$ cat src/rtl/csr_conv_scheduler_if.sv
// Handshake bundle between the CSR entry source / MAC array and the scheduler.
//   start                          frame start pulse
//   entry_valid/ready/value/row/col/last   CSR nonzero entry stream
//   mac_valid/ready/value/kidx/out_row/out_col   scatter-accumulate commands
//   busy, done, entry_count, cmd_count    status
// Modport slave is the scheduler; modport master is the side driving entries
// and accepting MAC commands.
interface csr_conv_scheduler_if #(
    parameter int word_length = 8,
    parameter int col_length  = 8,
    parameter int kidx_width  = 5,
    parameter int count_width = 16
);
    logic                   start;
    logic                   entry_valid;
    logic                   entry_ready;
    logic [word_length-1:0] entry_value;
    logic [col_length-1:0]  entry_row;
    logic [col_length-1:0]  entry_col;
    logic                   entry_last;
    logic                   mac_valid;
    logic                   mac_ready;
    logic [word_length-1:0] mac_value;
    logic [kidx_width-1:0]  mac_kidx;
    logic [col_length-1:0]  mac_out_row;
    logic [col_length-1:0]  mac_out_col;
    logic                   busy;
    logic                   done;
    logic [count_width-1:0] entry_count;
    logic [count_width-1:0] cmd_count;

    modport slave (
        input  start, entry_valid, entry_value, entry_row, entry_col, entry_last, mac_ready,
        output entry_ready, mac_valid, mac_value, mac_kidx, mac_out_row, mac_out_col,
               busy, done, entry_count, cmd_count
    );

    modport master (
        output start, entry_valid, entry_value, entry_row, entry_col, entry_last, mac_ready,
        input  entry_ready, mac_valid, mac_value, mac_kidx, mac_out_row, mac_out_col,
               busy, done, entry_count, cmd_count
    );
endinterface

$ cat src/rtl/csr_conv_scheduler.sv
// Sparse convolution scheduler for one CSR-encoded frame. Each accepted entry
// (value, row, col) is expanded into kernel_size x kernel_size taps; every tap
// whose output coordinate lands inside the valid-convolution output map issues
// one scatter-accumulate command (value, kidx, out_row, out_col) to the MAC array.
// Ports:
//   clk  rising-edge clock
//   rst  asynchronous active-high reset
//   bus  csr_conv_scheduler_if.slave: start, entry stream, MAC command stream, status
//
// state   | meaning
// --------+-----------------------------------------------------------
// S_IDLE  | waiting for start; counters hold last frame's totals
// S_FETCH | entry_ready high, waiting for the next CSR entry
// S_ISSUE | walking taps (ky,kx) of the latched entry
// S_DONE  | one-cycle done pulse, then back to idle
module csr_conv_scheduler #(
    parameter int word_length = 8,
    parameter int col_length  = 8,
    parameter int kernel_size = 5,
    parameter int image_size  = 36,
    parameter int kidx_width  = 5,
    parameter int count_width = 16
) (
    input logic                 clk,
    input logic                 rst,
    csr_conv_scheduler_if.slave bus
);
    localparam int OUT = image_size - kernel_size + 1;
    localparam int KW  = (kernel_size > 1) ? $clog2(kernel_size) : 1;
    localparam logic [col_length:0] OUT_MAX = (col_length + 1)'(OUT - 1);
    localparam logic [KW-1:0]       K_LAST  = KW'(kernel_size - 1);

    typedef enum logic [1:0] {S_IDLE, S_FETCH, S_ISSUE, S_DONE} state_t;

    state_t                 r_state;
    state_t                 w_state_nxt;
    logic [word_length-1:0] r_value;
    logic [col_length-1:0]  r_row;
    logic [col_length-1:0]  r_col;
    logic                   r_last;
    logic [KW-1:0]          r_ky;
    logic [KW-1:0]          r_kx;
    logic [count_width-1:0] r_entry_count;
    logic [count_width-1:0] r_cmd_count;

    logic                   w_entry_ready;
    logic                   w_busy;
    logic                   w_done;
    logic                   w_in_issue;
    logic                   w_tap_valid;
    logic                   w_mac_valid;
    logic                   w_entry_fire;
    logic                   w_cmd_fire;
    logic                   w_tap_adv;
    logic                   w_last_tap;
    logic                   w_frame_clear;
    logic [col_length:0]    w_ky_ext;
    logic [col_length:0]    w_kx_ext;
    logic [col_length:0]    w_orow_ext;
    logic [col_length:0]    w_ocol_ext;
    logic [kidx_width-1:0]  w_kidx;

    // One extra bit so r-ky never wraps: an underflowing tap is rejected by the
    // r>=ky term and the upper-bound check sees the true difference.
    assign w_ky_ext    = (col_length + 1)'(r_ky);
    assign w_kx_ext    = (col_length + 1)'(r_kx);
    assign w_orow_ext  = {1'b0, r_row} - w_ky_ext;
    assign w_ocol_ext  = {1'b0, r_col} - w_kx_ext;
    assign w_tap_valid = ({1'b0, r_row} >= w_ky_ext) && ({1'b0, r_col} >= w_kx_ext) &&
                         (w_orow_ext <= OUT_MAX) && (w_ocol_ext <= OUT_MAX);
    assign w_kidx      = kidx_width'(r_ky) * kidx_width'(kernel_size) + kidx_width'(r_kx);

    assign w_in_issue    = (r_state == S_ISSUE);
    assign w_mac_valid   = w_in_issue && w_tap_valid;
    assign w_cmd_fire    = w_mac_valid && bus.mac_ready;
    assign w_entry_fire  = w_entry_ready && bus.entry_valid;
    // Out-of-range taps are skipped in a single cycle without waiting on mac_ready.
    assign w_tap_adv     = w_in_issue && (!w_tap_valid || bus.mac_ready);
    assign w_last_tap    = (r_ky == K_LAST) && (r_kx == K_LAST);
    assign w_frame_clear = (r_state == S_IDLE) && bus.start;

    always_ff @(posedge clk or posedge rst) begin
        if (rst) r_state <= S_IDLE;
        else     r_state <= w_state_nxt;
    end

    always_comb begin
        w_state_nxt   = r_state;
        w_entry_ready = 1'b0;
        w_busy        = 1'b1;
        w_done        = 1'b0;
        case (r_state)
            S_IDLE: begin
                w_busy = 1'b0;
                if (bus.start) w_state_nxt = S_FETCH;
            end
            S_FETCH: begin
                w_entry_ready = 1'b1;
                if (bus.entry_valid) w_state_nxt = S_ISSUE;
            end
            S_ISSUE: begin
                if (w_tap_adv && w_last_tap) w_state_nxt = r_last ? S_DONE : S_FETCH;
            end
            S_DONE: begin
                w_done      = 1'b1;
                w_state_nxt = S_IDLE;
            end
            default: w_state_nxt = S_IDLE;
        endcase
    end

    always_ff @(posedge clk or posedge rst) begin
        if (rst) begin
            r_value <= '0;
            r_row   <= '0;
            r_col   <= '0;
            r_last  <= 1'b0;
            r_ky    <= '0;
            r_kx    <= '0;
        end else if (w_entry_fire) begin
            r_value <= bus.entry_value;
            r_row   <= bus.entry_row;
            r_col   <= bus.entry_col;
            r_last  <= bus.entry_last;
            r_ky    <= '0;
            r_kx    <= '0;
        end else if (w_tap_adv) begin
            if (w_last_tap) begin
                r_ky <= '0;
                r_kx <= '0;
            end else if (r_kx == K_LAST) begin
                r_kx <= '0;
                r_ky <= r_ky + KW'(1);
            end else begin
                r_kx <= r_kx + KW'(1);
            end
        end
    end

    always_ff @(posedge clk or posedge rst) begin
        if (rst) begin
            r_entry_count <= '0;
            r_cmd_count   <= '0;
        end else if (w_frame_clear) begin
            r_entry_count <= '0;
            r_cmd_count   <= '0;
        end else begin
            if (w_entry_fire && (r_entry_count != '1)) r_entry_count <= r_entry_count + count_width'(1);
            if (w_cmd_fire && (r_cmd_count != '1))     r_cmd_count   <= r_cmd_count + count_width'(1);
        end
    end

    assign bus.entry_ready = w_entry_ready;
    assign bus.busy        = w_busy;
    assign bus.done        = w_done;
    assign bus.mac_valid   = w_mac_valid;
    assign bus.mac_value   = w_mac_valid ? r_value : '0;
    assign bus.mac_kidx    = w_mac_valid ? w_kidx : '0;
    assign bus.mac_out_row = w_mac_valid ? w_orow_ext[col_length-1:0] : '0;
    assign bus.mac_out_col = w_mac_valid ? w_ocol_ext[col_length-1:0] : '0;
    assign bus.entry_count = r_entry_count;
    assign bus.cmd_count   = r_cmd_count;
endmodule

$ cat src/flat_wrapper.sv
// flat-port wrapper written by rule: the top's interface ports become plain ports
module csr_conv_scheduler_flat 
#(
    parameter int word_length = 8,
    parameter int col_length  = 8,
    parameter int kernel_size = 5,
    parameter int image_size  = 36,
    parameter int kidx_width  = 5,
    parameter int count_width = 16
)
  (clk, rst, bus_start, bus_entry_valid, bus_entry_value, bus_entry_row, bus_entry_col, bus_entry_last, bus_mac_ready, bus_entry_ready, bus_mac_valid, bus_mac_value, bus_mac_kidx, bus_mac_out_row, bus_mac_out_col, bus_busy, bus_done, bus_entry_count, bus_cmd_count);
  csr_conv_scheduler_if #(.word_length(word_length), .col_length(col_length), .kidx_width(kidx_width), .count_width(count_width)) bus_i ();
  input logic clk;
  input logic rst;
  input wire logic [$bits(bus_i.start)-1:0] bus_start;
  input wire logic [$bits(bus_i.entry_valid)-1:0] bus_entry_valid;
  input wire logic [$bits(bus_i.entry_value)-1:0] bus_entry_value;
  input wire logic [$bits(bus_i.entry_row)-1:0] bus_entry_row;
  input wire logic [$bits(bus_i.entry_col)-1:0] bus_entry_col;
  input wire logic [$bits(bus_i.entry_last)-1:0] bus_entry_last;
  input wire logic [$bits(bus_i.mac_ready)-1:0] bus_mac_ready;
  output wire logic [$bits(bus_i.entry_ready)-1:0] bus_entry_ready;
  output wire logic [$bits(bus_i.mac_valid)-1:0] bus_mac_valid;
  output wire logic [$bits(bus_i.mac_value)-1:0] bus_mac_value;
  output wire logic [$bits(bus_i.mac_kidx)-1:0] bus_mac_kidx;
  output wire logic [$bits(bus_i.mac_out_row)-1:0] bus_mac_out_row;
  output wire logic [$bits(bus_i.mac_out_col)-1:0] bus_mac_out_col;
  output wire logic [$bits(bus_i.busy)-1:0] bus_busy;
  output wire logic [$bits(bus_i.done)-1:0] bus_done;
  output wire logic [$bits(bus_i.entry_count)-1:0] bus_entry_count;
  output wire logic [$bits(bus_i.cmd_count)-1:0] bus_cmd_count;
  assign bus_i.start = bus_start;
  assign bus_i.entry_valid = bus_entry_valid;
  assign bus_i.entry_value = bus_entry_value;
  assign bus_i.entry_row = bus_entry_row;
  assign bus_i.entry_col = bus_entry_col;
  assign bus_i.entry_last = bus_entry_last;
  assign bus_i.mac_ready = bus_mac_ready;
  assign bus_entry_ready = bus_i.entry_ready;
  assign bus_mac_valid = bus_i.mac_valid;
  assign bus_mac_value = bus_i.mac_value;
  assign bus_mac_kidx = bus_i.mac_kidx;
  assign bus_mac_out_row = bus_i.mac_out_row;
  assign bus_mac_out_col = bus_i.mac_out_col;
  assign bus_busy = bus_i.busy;
  assign bus_done = bus_i.done;
  assign bus_entry_count = bus_i.entry_count;
  assign bus_cmd_count = bus_i.cmd_count;
  csr_conv_scheduler #(.word_length(word_length), .col_length(col_length), .kernel_size(kernel_size), .image_size(image_size), .kidx_width(kidx_width), .count_width(count_width)) u_core (.clk(clk), .rst(rst), .bus(bus_i));
endmodule
$ cat config.mk
export PLATFORM = sky130hd
export DESIGN_NAME = csr_conv_scheduler_flat
export DESIGN_NICKNAME = d
export VERILOG_FILES = /design/src/rtl/csr_conv_scheduler_if.sv /design/src/rtl/csr_conv_scheduler.sv /design/src/flat_wrapper.sv
export SDC_FILE = /design/constraint.sdc
export NUM_CORES = 1
export LEC_CHECK = 0
export BUFFER_PORTS_ARGS = -buffer_cell sky130_fd_sc_hd__clkbuf_2
export CORE_MARGIN = 1
export CORE_UTILIZATION = 58
export CTS_CLUSTER_SIZE = 20
export DETAILED_ROUTE_END_ITERATION = 6
export PLACE_DENSITY_LB_ADDON = 0.08
export SYNTH_ARGS = -nofsm -noshare
export SYNTH_HDL_FRONTEND = slang
export SYNTH_SLANG_ARGS = --single-unit
$ cat constraint.sdc
create_clock -name clk -period 3.95 [get_ports clk]
set_input_delay 0.79 -clock clk [delete_from_list [all_inputs] [get_ports clk]]
set_output_delay 0.79 -clock clk [all_outputs]
set_load 0.05 [all_outputs]
==> flow_summary.json, run 1 <==
{
  "status": "complete, but fails checks",
  "violations": "DRC",
  "yosysWarningCount": 0,
  "netlist_area_sq_mm": 0.003914,
  "drcViolationCount": 10,
  "synth_top_area_share_pct": 41.56,
  "track_usage_pct": 25.66,
  "synth_cell_type_count": 53,
  "synth_edf_count": 0,
  "overflow": 0,
  "syn_inst": 446,
  "power.density_mw_per_mm2": 590.5,
  "area_growth_syn_to_layout_pct": 18.54,
  "n_antenna_cell": 0,
  "initial_core_util_pct": 60.94,
  "hold_class": "input pin to async pin",
  "dr_total_vias": 3405,
  "yosys-top-cells-area": "dfrtp_1 42%, nand2_1 8.5%, ha_1 6.4%",
  "stdcell_count": 615,
  "drv_slew": 0,
  "htreeDepth": 3,
  "drive_above_1_share_pct": 24.72,
  "final_nets": 586,
  "cpPeakStageDelay_ps": 450,
  "r2r-start": "u_core.r_ky[0]",
  "yosysTopAreaCell": "dfrtp_1",
  "clockBufferDepth": 2,
  "drv_cap": 0,
  "skew_ps": 8.513,
  "p_sw_mw": 1.123,
  "drtIter0Drc": 164,
  "fin_ws_ps": 193.8,
  "grt_util_met3_pct": 5.113,
  "use_met1_pct": 31.86,
  "finalWirelength_um": 8782,
  "worstSetupPathType": "register to output port",
  "clock.fmax_mhz": 266.2,
  "numCtsBuffers": 9,
  "cp.required_ps": 3160,
  "cp_slowest_cell": "dfrtp_1",
  "hold_viol": 0,
  "synth_common_cells": "89 x nand2_1, 65 x dfrtp_1, 38 x nor2_1",
  "r2r_end": "u_core.bus.cmd_count[9]",
  "cp-end-kind": "output port",
  "grt_start_max_net_pins": 49,
  "rsz0062_at_grt": "no",
  "top_usage_layer": "met2",
  "crit_path_cell_trace": "ha_1, inv_1, fa_1, a211oi_2, a21oi_1, and4_4, nand3_2, clkinvlp_4, and2_1, clkbuf_2",
  "setup_viol": 0,
  "period_share_pct": 95.09,
  "place_ws_ps": 415.7,
  "dieArea_sq_mm": 0.007080,
  "finalCriticalPeriod_ps": 3756,
  "antenna_left": 0,
  "synth_most_common_cell": "nand2_1",
  "startpoint_type": "register",
  "ys_seq_area_share_pct": 41.56,
  "p_leak_nw": 2.276,
  "seqPwrFrac_pct": 36.2,
  "clk_latency_ps": 340,
  "r2r_cells": 10,
  "grt_pass1_wl_um": 14600,
  "syn_avg_cell_area_sq_um": 8.775,
  "combPwrFrac_pct": 39.9,
  "cts_tree": "done",
  "clockPowerShare_pct": 23.9,
  "via_per_inst": 5.537,
  "num_rows": 29,
  "portBuffers": 88,
  "dp_hpwl_um": 5944,
  "clockRootBuffer": "clkbuf_8",
  "die_y_um": 84.15,
  "gp_congestion": 0.8139,
  "place_area_sq_mm": 0.004377,
  "grt_use_met2_pct": 44.56,
  "slew_headroom_pct": 59.42,
  "core_sq_mm": 0.006422,
  "antenna_found_initial": 0,
  "postCtsHoldBufs": 0,
  "fin_setup_tns_ps": 0,
  "path_max_fanout": 8,
  "cp.arrival_ps": 2970,
  "synth_seq_cells": 65,
  "grt_pass1_vias": 3318,
  "drt_pass1_iterations": 6,
  "dieWidth_um": 84.15,
  "worstMarginPinSlew_ps": 608.7,
  "ys.flop_type": "dfrtp_1",
  "synth-async-reset-ratio_pct": 100.0,
  "ir_worst_vdd_v": 0.0003662,
  "io_pins": 95,
  "p_sw_share_pct": 41.00,
  "p_int_mw": 1.616,
  "post-route-cell-area_sq_mm": 0.004639,
  "cts.sinks": 65,
  "wire_per_inst_um": 14.28,
  "regToRegSetupSlack_ps": 950,
  "clk_pin_slew_ps": 70,
  "dp.cells": 597
}
metrics by stage:
step           power (mW)  hold slack (ps)  util [%]
2_1_floorplan       1.820            437.4         -
3_3_place_gp        2.025            451.3     68.15
3_5_place_dp        2.052            458.4     68.15
4_1_cts             2.718            401.2     71.71
5_1_grt             2.936            425.6     72.24
6_report            2.739            397.7     72.24
critical path: cells and delay by family, from the launching register on:
family	cells	cell delay, ps
buffers and inverters	3	520
and+or+nand+nor	3	590
adders and majority gates	2	640
DFF	1	450
AOI/OAI and AO/OA	2	430
worst max-delay path by stage:
stage / slack, ps / end / from / depth (start not counted)
CTS: 20 / bus_mac_value[6] / u_core.r_ky[0] / 10
detailed placement: 420 / bus_mac_value[6] / u_core.r_ky[0] / 10
global route: 70 / bus_mac_value[3] / u_core.r_ky[0] / 10
global placement: 530 / bus_mac_out_col[1] / u_core.r_ky[0] / 10
finish: 190 / bus_mac_value[3] / u_core.r_ky[0] / 10
floorplan: 180 / bus_mac_kidx[1] / u_core.r_ky[0] / 10
registers in the layout, summed over array words and instances (netlist names):
name                    cells
u_core.bus.cmd_count       16
u_core.bus.entry_count     16
u_core.r_col                8
u_core.r_kx                 3
u_core.r_ky                 3
u_core.r_last               1
u_core.r_row                8
u_core.r_state              2
u_core.r_value              8
cell families (layout without fill, tap and decap cells):
logic type | Yosys count | in the layout | share of synthesized area (%)
buf+inv | 44 | 131 | 5.307
xor+xnor | 22 | 22 | 4.923
fa+ha+maj | 23 | 23 | 7.928
other cells | 1 | 6 | 0.09582
simple gates | 221 | 221 | 27.65
flops | 65 | 65 | 41.56
mux | 5 | 5 | 1.343
compound gates | 65 | 65 | 11.19
layout by cell type (no fill, tap or decap), drive strengths merged, types with 5 or more instances in the layout:
| master | Yosys | final |
|---|---|---|
| a21oi | 23 | 23 |
| and2 | 14 | 14 |
| buf | 10 | 6 |
| clkbuf | 14 | 99 |
| conb | 1 | 6 |
| dfrtp | 65 | 65 |
| ha | 20 | 20 |
| inv | 20 | 19 |
| nand2 | 89 | 89 |
| nand3 | 22 | 22 |
| nand4 | 10 | 10 |
| nor2 | 39 | 39 |
| nor2b | 5 | 5 |
| nor3 | 10 | 10 |
| o21ai | 13 | 13 |
| o31ai | 9 | 9 |
| or3 | 7 | 7 |
| or4 | 9 | 9 |
| xnor2 | 16 | 16 |
| xor2 | 6 | 6 |
routing by layer:
layer | vias to the layer above | part of all wire [%]
met1 | 1615 | 45
met2 | 89 | 51
li1 | 1694 | -
met4 | 0 | 0.87
met5 | - | 0
met3 | 7 | 4.0
area by class of cell:
class,count,area [sq um]
Multi-Input combinational cell,342,2116
Fill cell,525,1783
Timing Repair Buffer,94,485.5
Tap cell,77,96.34
Clock inverter,5,77.57
Timing Repair inverter,1,7.507
Sequential cell,65,1627
Clock buffer,11,151.4
Inverter,20,78.83
power groups by stage:
stage	registers (mW)	clock network (mW)	logic, mW
after floorplan	0.978	0	0.843
after global placement	0.992	0	1.03
after detailed placement	0.998	0	1.05
after CTS	0.987	0.665	1.07
after global routing	1.02	0.696	1.23
final	0.991	0.655	1.09
repair_timing:
item,in CTS,in global routing
setup endpoints to repair,0,14
resized for setup,0,5
setup buffers,0,1
No activity file was read; power rests on OpenSTA's default activity.
==> run 2, diff against run 1 <==
--- a/config.mk
+++ b/config.mk
@@ -11,6 +11,7 @@
 export CTS_CLUSTER_SIZE = 20
 export DETAILED_ROUTE_END_ITERATION = 6
 export PLACE_DENSITY_LB_ADDON = 0.08
+export SETUP_SLACK_MARGIN = 0.2
 export SYNTH_ARGS = -nofsm -noshare
 export SYNTH_HDL_FRONTEND = slang
 export SYNTH_SLANG_ARGS = --single-unit
==> flow_summary.json, run 2 (synthesized netlist as in run 1, its figures left out) <==
{
  "min_from": "u_core.r_value[6]",
  "hold_class": "register to register",
  "n_antenna_cell": 0,
  "core_sq_mm": 0.006422,
  "setup_viol": 0,
  "worstSetupPathType": "register to output port",
  "r2r_cells": 9,
  "rsz0062_at_grt": "no",
  "drcViolationCount": 13,
  "cp.required_ps": 3160,
  "place_area_sq_mm": 0.004377,
  "initial_core_util_pct": 60.94,
  "hold_viol": 0,
  "track_usage_pct": 26.56,
  "hold_path_end": "u_core.r_value[6]",
  "finalWirelength_um": 9010,
  "io_pins": 95,
  "die_y_um": 84.15,
  "cts.sinks": 65,
  "portBuffers": 88,
  "gp_congestion": 0.8407,
  "num_rows": 29,
  "worstMarginPinSlew_ps": 914.0,
  "path_max_fanout": 11,
  "cp-end-kind": "output port",
  "clockRootBuffer": "clkbuf_8",
  "antenna_found_initial": 0,
  "p_leak_nw": 2.305,
  "area_growth_syn_to_layout_pct": 21.07,
  "via_per_inst": 5.606,
  "regToRegSetupSlack_ps": 980,
  "cp.arrival_ps": 2850,
  "clock.fmax_mhz": 274.8,
  "grt_pass1_wl_um": 14940,
  "dieArea_sq_mm": 0.007080,
  "dr_total_vias": 3459,
  "overflow": 0,
  "startpoint_type": "register",
  "grt_pass1_vias": 3296,
  "grt_start_max_net_pins": 45,
  "ir_worst_vdd_v": 0.0003955,
  "drv_slew": 0,
  "whs_path_depth": 2,
  "drive_above_1_share_pct": 27.96,
  "cts_tree": "done",
  "mostFrequentLayoutCell": "nand2_1",
  "numCtsBuffers": 9,
  "clk_latency_ps": 350,
  "period_share_pct": 92.12,
  "final_cell_mix": "89 x nand2_1, 65 x clkbuf_2, 63 x dfrtp_1",
  "drt_pass1_iterations": 7,
  "wire_per_inst_um": 14.60,
  "antenna_left": 0,
  "final_nets": 589,
  "finalCriticalPeriod_ps": 3639,
  "htreeDepth": 3,
  "drv_cap": 0,
  "clk_pin_slew_ps": 60,
  "status": "complete, but fails checks",
  "clockBufferDepth": 2,
  "dieWidth_um": 84.15,
  "power.density_mw_per_mm2": 578.7,
  "drtIter0Drc": 117,
  "r2r-start": "u_core.r_ky[0]",
  "postCtsHoldBufs": 0,
  "violations": "DRC",
  "skew_ps": 6.725,
  "post-route-cell-area_sq_mm": 0.004738,
  "fin_setup_tns_ps": 0,
  "slew_headroom_pct": 38.98,
  "dp_hpwl_um": 5948,
  "r2r_end": "u_core.bus.cmd_count[9]"
}
## run 2: how the worst max path moves through the flow
| stage | startpoint | endpoint |
|---|---|---|
| after floorplan | u_core.r_ky[0] | bus_mac_kidx[1] |
| after global placement | u_core.r_ky[0] | bus_mac_out_col[1] |
| after detailed placement | u_core.r_ky[0] | bus_mac_value[0] |
| after CTS | u_core.r_ky[0] | bus_mac_value[0] |
| after global routing | u_core.r_ky[0] | bus_mac_value[2] |
| final | u_core.r_ky[0] | bus_mac_out_row[2] |
## run 2: where the power goes
group	internal, mW	switching, mW	total (mW)
Combinational	0.439	0.733	1.17
Clock	0.321	0.252	0.573
Sequential	0.822	0.175	0.998
## run 2: routing by layer
| layer | track usage (%) | up-vias | wire length (um) |
|---|---|---|---|
| met5 | 0 | - | 0 |
| met4 | 10.66 | 0 | 261 |
| met3 | 5.801 | 25 | 471 |
| met2 | 44.86 | 98 | 4420 |
| met1 | 33.35 | 1640 | 3857 |
| li1 | - | 1696 | - |
## run 2: per-stage QoR
stage	worst slack [ps]	std cells	hold WS [ps]	util, %	power, mW
after floorplan	464.1	451	437.4	-	1.821
after CTS	208.6	613	470.8	71.73	2.656
after global placement	528.5	597	451.7	68.15	2.027
after global routing	127.8	617	515.1	73.78	2.933
after detailed placement	432.5	597	454.3	68.15	2.061
final	311.4	617	473.2	73.78	2.742
## run 2: worst max-delay path, stage by stage (launching register included)
cell and delay [ps]:
dfrtp_2 440, ha_4 160, inv_1 50, fa_2 390, a211oi_2 280, nand3_1 100, o211ai_1 270, nand3_4 200
buf_4 240, nor2_1 120, clkbuf_4 240
## run 2: area by class of cell
| cell class | instances | area [sq um] |
|---|---|---|
| Clock buffer | 12 | 155.1 |
| Clock inverter | 3 | 40.04 |
| Fill cell | 489 | 1684 |
| Inverter | 20 | 78.83 |
| Multi-Input combinational cell | 342 | 2168 |
| Sequential cell | 65 | 1629 |
| Tap cell | 77 | 96.34 |
| Timing Repair Buffer | 97 | 563.0 |
| Timing Repair inverter | 1 | 7.507 |
## run 2: repair_timing
item                                    4_1_cts  5_1_grt
setup buffers                                 0        4
pin swaps                                     2       17
endpoints found under the setup margin       14       24
cloned                                        1        0
resized for setup                            10       68
